`config.mk`:
```
export PLATFORM = sky130hd
export DESIGN_NAME = step_channels
export DESIGN_NICKNAME = d
export VERILOG_FILES = /design/src/rtl/step_channels.sv
export SDC_FILE = /design/constraint.sdc
export NUM_CORES = 2
export LEC_CHECK = 0
export BUFFER_PORTS_ARGS = -buffer_cell sky130_fd_sc_hd__clkbuf_2
export CORE_MARGIN = 2
export CORE_UTILIZATION = 60
export DETAILED_ROUTE_END_ITERATION = 6
export PLACE_DENSITY = 0.77
export SLEW_MARGIN = 20
export SYNTH_ARGS = -nofsm -noshare
export SYNTH_HDL_FRONTEND = slang
export SYNTH_SLANG_ARGS = --single-unit
```
`constraint.sdc`:
```
create_clock -name clk_in -period 5.7 [get_ports clk_in]
set_clock_uncertainty 0.05 [all_clocks]
set_input_delay 0.57 -clock clk_in [delete_from_list [all_inputs] [get_ports clk_in]]
set_output_delay 0.57 -clock clk_in [all_outputs]
set_load 0.005 [all_outputs]
```
`src/rtl/step_channels.sv`:
```
// step_channels: N-channel step/dir pulse generator on the picorv32 bus; STEP_CHANNELS_IRQ_EN adds irq_out and CTRL.irq_mask.
module step_channels #(
  parameter int CHANNELS = 12,
  parameter int CNT_SIZE = 32,
  parameter int DIV_SIZE = 16,
  parameter int PULSE_WIDTH = 4,
  parameter logic [31:0] BASE_ADDR = 32'h10000100
) (
  input  logic                clk_in,
  input  logic                reset_n_in,
  input  logic                mem_valid_in,
  input  logic [31:0]         mem_addr_in,
  input  logic [31:0]         mem_wdata_in,
  input  logic [3:0]          mem_wstrb_in,
  output logic [31:0]         mem_rdata_out,
  output logic                mem_ready_out,
  output logic [CHANNELS-1:0] step_out,
  output logic [CHANNELS-1:0] dir_out,
  output logic [CHANNELS-1:0] driver_en_n_out
`ifdef STEP_CHANNELS_IRQ_EN
  ,
  output logic                irq_out
`endif
);
  typedef enum logic [1:0] {IDLE, HIGH, LOW} state_t;
  localparam logic [DIV_SIZE:0] PW = (DIV_SIZE+1)'(PULSE_WIDTH);
  localparam logic [DIV_SIZE:0] MIN_P = (DIV_SIZE+1)'(2*PULSE_WIDTH);
  localparam logic [DIV_SIZE:0] ONE = (DIV_SIZE+1)'(1);
`ifdef STEP_CHANNELS_IRQ_EN
  localparam bit IRQ = 1'b1;
  logic [CHANNELS-1:0] irq_v;
`else
  localparam bit IRQ = 1'b0;
`endif
  logic sel, ack, wr;
  logic [3:0] idx;
  logic [1:0] rsel;
  logic [31:0] rd [16];
  logic unused_addr;
  assign unused_addr = &{1'b0, mem_addr_in[1:0]};
  assign sel = mem_valid_in && mem_addr_in[31:8] == BASE_ADDR[31:8];
  assign ack = sel && !mem_ready_out;
  assign wr = ack && |mem_wstrb_in;
  assign idx = mem_addr_in[7:4];
  assign rsel = mem_addr_in[3:2];
  always_ff @(posedge clk_in or negedge reset_n_in)
    if (!reset_n_in) begin
      mem_ready_out <= 1'b0;
      mem_rdata_out <= '0;
    end else begin
      mem_ready_out <= ack;
      mem_rdata_out <= (ack && !(|mem_wstrb_in)) ? rd[idx] : '0;
    end
  for (genvar c = 0; c < 16; c++) begin : ch
    if (c >= CHANNELS) begin : none
      assign rd[c] = '0;
    end else begin : chan
      state_t st;
      logic en, dir, dout, done, mask, step, we, idle;
      logic [CNT_SIZE-1:0] steps;
      logic [DIV_SIZE-1:0] div;
      logic [DIV_SIZE:0] cnt, period;
      assign we = wr && idx == 4'(c);
      assign idle = st == IDLE;
      // steps doubles as the remaining count, so an aborted run leaves it readable
      always_ff @(posedge clk_in or negedge reset_n_in)
        if (!reset_n_in) begin
          st <= IDLE;
          en <= 1'b0;
          dir <= 1'b0;
          dout <= 1'b0;
          done <= 1'b0;
          mask <= 1'b0;
          step <= 1'b0;
          steps <= '0;
          div <= '0;
          cnt <= '0;
          period <= '0;
        end else begin
          if (!idle) cnt <= cnt + ONE;
          if (st == HIGH && cnt == PW) begin
            st <= LOW;
            step <= 1'b0;
            steps <= steps - CNT_SIZE'(1);
          end
          if (st == LOW && cnt == period) begin
            cnt <= ONE;
            st <= steps != 0 ? HIGH : IDLE;
            step <= steps != 0;
            if (steps == 0) done <= 1'b1;
          end
          if (we && rsel == 2'd0) begin
            en <= mem_wdata_in[0];
            mask <= IRQ && mem_wdata_in[5];
            if (mem_wdata_in[4]) done <= 1'b0;
            if (mem_wdata_in[3]) begin
              st <= IDLE;
              step <= 1'b0;
            end
            if (idle) dir <= mem_wdata_in[1];
            if (idle && mem_wdata_in[2] && !mem_wdata_in[3]) begin
              if (steps != 0) begin
                st <= HIGH;
                step <= 1'b1;
                cnt <= ONE;
                period <= {1'b0, div} < MIN_P ? MIN_P : {1'b0, div};
                dout <= mem_wdata_in[1];
                done <= 1'b0;
              end else done <= 1'b1;
            end
          end
          if (we && idle && rsel == 2'd1) steps <= mem_wdata_in[CNT_SIZE-1:0];
          if (we && idle && rsel == 2'd2) div <= mem_wdata_in[DIV_SIZE-1:0];
        end
      assign rd[c] = rsel == 2'd0 ? {26'b0, mask, 3'b0, dir, en} :
                     rsel == 2'd1 ? 32'(steps) :
                     rsel == 2'd2 ? 32'(div) : {30'b0, done, !idle};
      assign step_out[c] = step;
      assign dir_out[c] = dout;
      assign driver_en_n_out[c] = ~en;
`ifdef STEP_CHANNELS_IRQ_EN
      assign irq_v[c] = done & mask;
`endif
    end
  end
`ifdef STEP_CHANNELS_IRQ_EN
  always_ff @(posedge clk_in or negedge reset_n_in)
    if (!reset_n_in) irq_out <= 1'b0;
    else irq_out <= |irq_v;
`endif
endmodule
```
==> summary.md <==
| Metric | Value |
|---|---|
| Layout cells sized above 1 | `about 15%` |
| Clk buf depth | `3` |
| CTS tree | `done` |
| GRT met3 Usage | `16.8%` |
| PnR Total Power | `around 17 mW` |
| Die ar. | `0.103 sq mm` |
| Vias in the first global route | `51500` |
| Predominant post-synthesis flop cell | `dfrtp_1` |
| First-pass GRT wire length | `324000 um` |
| Remaining Overflow, GRT | `0` |
| Gpl congestion | `1.16` |
| GR Layer Usage met2 | `56.4%` |
| Top Ports | `140` |
| Row cnt | `116` |
| Final Util | `66.2%` |
| Max Cap Viol | `0` |
| Ys async rst share | `100%` |
| Count of pins over their slew limit | `0` |
| DRC | `81` |
| Number of synthesis warnings | `0` |
| Antenna violations before repair | `12` |
| Chip Height | `321 um` |
| Hold Path Class | `input port to flip-flop` |
| Final Cell Area | `0.0660 sq mm` |
| Placed cell areas | `approximately 0.062 sq mm` |
| Outcome | `finished with violations` |
| Startpoint Class | `flip-flop` |
| Min Hold Slack | `0.332 ns` |
| CP max stage delay | `0.78 ns` |
| Post-synthesis sequential element count | `1089` |
| Syn avg cell area | `9.42 sq um` |
| PD cells | `253 mW/mm^2` |
| Max Freq | `240 MHz` |
| Synth Net Count | `6488` |
| Slew Limit Headroom | `19.2%` |
| Total number of vias | `55000` |
| Total wire length | `~220000 um` |
| DRT antenna net count | `0` |
| P&R area growth vs syn | `9.85%` |
| CP required | `between 6 and 7 ns` |
| Final Hold Viols | `0` |
| Critical Path End Type | `flip-flop` |
| Worst VDD drop | `0.212 mV` |
| Post-synthesis cell area | `between 0.06 and 0.07 sq mm` |
| Total negative slack | `0 ns` |
| RSZ-0062 raised after global routing | `false` |
| Critical Path AT | `4.75 ns` |
| Number of synthesized flops with an enable pin | `0` |
| CP max-delay cell | `or4_1` |
| Clock root buffer master | `clkbuf_16` |
| Core area | `0.0997 sq mm` |
| Nets@finish | `6460` |
| CTS Buf Count | `about 120` |
| Period utilisation layout | `73.1%` |
| Vias per cell | `7.10` |
| Clock Sinks | `~1100` |
| Busiest grt layer | `met2` |
| Initial drt markers | `8476` |
| CP Cell Sequence | `inv_1, ha_1, nor3b_1, nand3_1, and4bb_2, or4_1, nand2_1, a21oi_1` |
| GRT met1 Usage | `54.5%` |
| Pleak | `28.3 nW` |
| Post-DP HPWL | `148000 um` |
| Post-synth cell types | `just over 90` |
| Worst-Margin Slew | `1.21 ns` |
| Cells after synthesis | `6380` |
| Post-CTS Resized | `0` |
| H-tree levels | `3` |
| Horiz. Die Dim | `321 um` |
| Worst-Skew Late Latency | `0.74 ns` |
| Initial Utilization | `60.3%` |
| Worst Setup Path Type | `flip-flop to flip-flop` |
| Clock-pin slew on the worst setup and hold paths | `0.06 ns` |
| Period minus WS final | `4.16 ns` |
| Final setup violation count | `0` |
| Largest net degree at the start of global routing | `161` |
| Port Buffers | `137` |
| GRT Resource Usage Total | `41.8%` |
| Routed wire per std cell | `around 28 um` |
| Seq/Total Area, Yosys | `45.3%` |
| Failing checks | `design-rule violations` |
| Crit path max fanout | `23` |
| Router iterations before antenna repair | `7` |
through the flow:
stage	setup slack (ns)	std cells
2_1_floorplan	2.72	6380
3_3_place_gp	1.43	7530
3_5_place_dp	1.36	7530
4_1_cts	1.54	7744
5_1_grt	1.34	7746
6_report	1.54	7753
metal layers:
metal	vias up	wire [um]
met5	-	485
met4	18	18600
met3	1086	32200
met2	3913	86800
met1	26700	79200
li1	23300	-
power by group:
group | total, mW | leakage (nW) | internal, mW | switching (mW)
sequential | 7.73 | 13.6 | 7.73 | 0.000996
combinational | 0.906 | 12.7 | 0.177 | 0.729
clock | 8.05 | 1.94 | 4.71 | 3.33
total | 16.7 | 28.3 | 12.6 | 4.06
worst paths after layout:
check / depth (start not counted) / endpoint / startpoint / slack [ns]
worst max-delay path: 8 / ch[9].chan.cnt[1] / ch[9].chan.steps[1] / 1.54
worst min-delay path: 3 / ch[6].chan.steps[31] / mem_wdata_in[31] / 0.33
worst max register to register: 8 / ch[9].chan.cnt[1] / ch[9].chan.steps[1] / 1.54
worst min register to register: 2 / ch[6].chan.dout / ch[6].chan.dout / 0.44
max in group asynchronous: 3 / ch[0].chan.steps[13] / reset_n_in / 3.76
min in group asynchronous: 2 / ch[8].chan.steps[8] / reset_n_in / 0.39
layout make-up:
cell class / count / area [sq um]
fillers: 7758 / 33700
multi-input cells: 4743 / 30800
flip-flops and latches: 1089 / 27300
clock buffers: 160 / 3340
repair buffers: 276 / 1890
well taps: 1298 / 1620
clock inverters: 53 / 659
inverters: 126 / 473
diodes: 8 / 20.0
critical path, delay by kind of cell, from the launching register on:
| kind | cells | cell delay [ns] |
|---|---|---|
| simple gates | 5 | 2.97 |
| buf+inv | 1 | 0.11 |
| fa+ha+maj | 1 | 0.19 |
| compound gates | 1 | 0.27 |
| flops | 1 | 0.47 |
sequential cells by signal, summed over array words and instances, names as in the netlist, 24 cells and up:
| register | cells |
|---|---|
| ch.chan.st | 24 |
| ch.chan.cnt | 204 |
| ch.chan.period | 192 |
| ch.chan.div | 192 |
| ch.chan.steps | 384 |
| mem_rdata_out | 32 |
placed cells by master, fill, tap and decap left out, types with 52 or more instances in the layout:
master / instances
buf_4: 128
dfrtp_1: 1089
o21ai_0: 325
nand4_1: 115
xnor2_1: 195
mux4_2: 58
mux2_2: 355
xor2_1: 205
or3_1: 75
nor2_1: 702
and3_1: 65
clkbuf_2: 132
or4_1: 52
a221oi_1: 170
nand2_1: 721
nand3_1: 270
a21oi_1: 207
inv_1: 125
nor4_1: 158
a22oi_1: 52
o211ai_1: 149
clkbuf_16: 119
nor3_1: 215
kinds of logic after synthesis:
| kind of cell | count (synthesis) | synth area share [%] |
|---|---|---|
| and+or+nand+nor | 2649 | 21.4 |
| AOI/OAI and AO/OA | 1221 | 13.8 |
| DFF | 1089 | 45.3 |
| buffers and inverters | 548 | 3.68 |
| muxes | 436 | 9.23 |
| xor gates and xnor gates | 400 | 5.83 |
| adders and majority gates | 37 | 0.770 |
what timing repair did:
action	CTS	global route
hold buffers	1	0
endpoints found under the hold margin	58	0
buffers inserted	0	0
endpoints found under the setup margin	0	0
synthesized netlist by cell type, types with 37 or more instances:
master	n	area [sq um]
a21oi_1	208	1040
a221oi_1	170	1490
a22oi_1	52	390
a32oi_1	44	385
and3_1	65	407
clkbuf_1	331	1240
dfrtp_1	1089	27300
ha_1	37	463
inv_1	125	469
mux2_2	355	4000
mux4_2	58	1310
nand2_1	722	2710
nand2b_1	38	238
nand3_1	270	1350
nand4_1	115	719
nor2_1	705	2650
nor3_1	218	1090
nor4_1	164	1030
o211ai_1	149	1120
o21ai_0	325	1630
o311ai_0	40	350
or2_2	42	263
or3_1	75	469
or4_1	52	390
xnor2_1	195	1710
xor2_1	205	1800
Power figures use the tool's default switching activity.
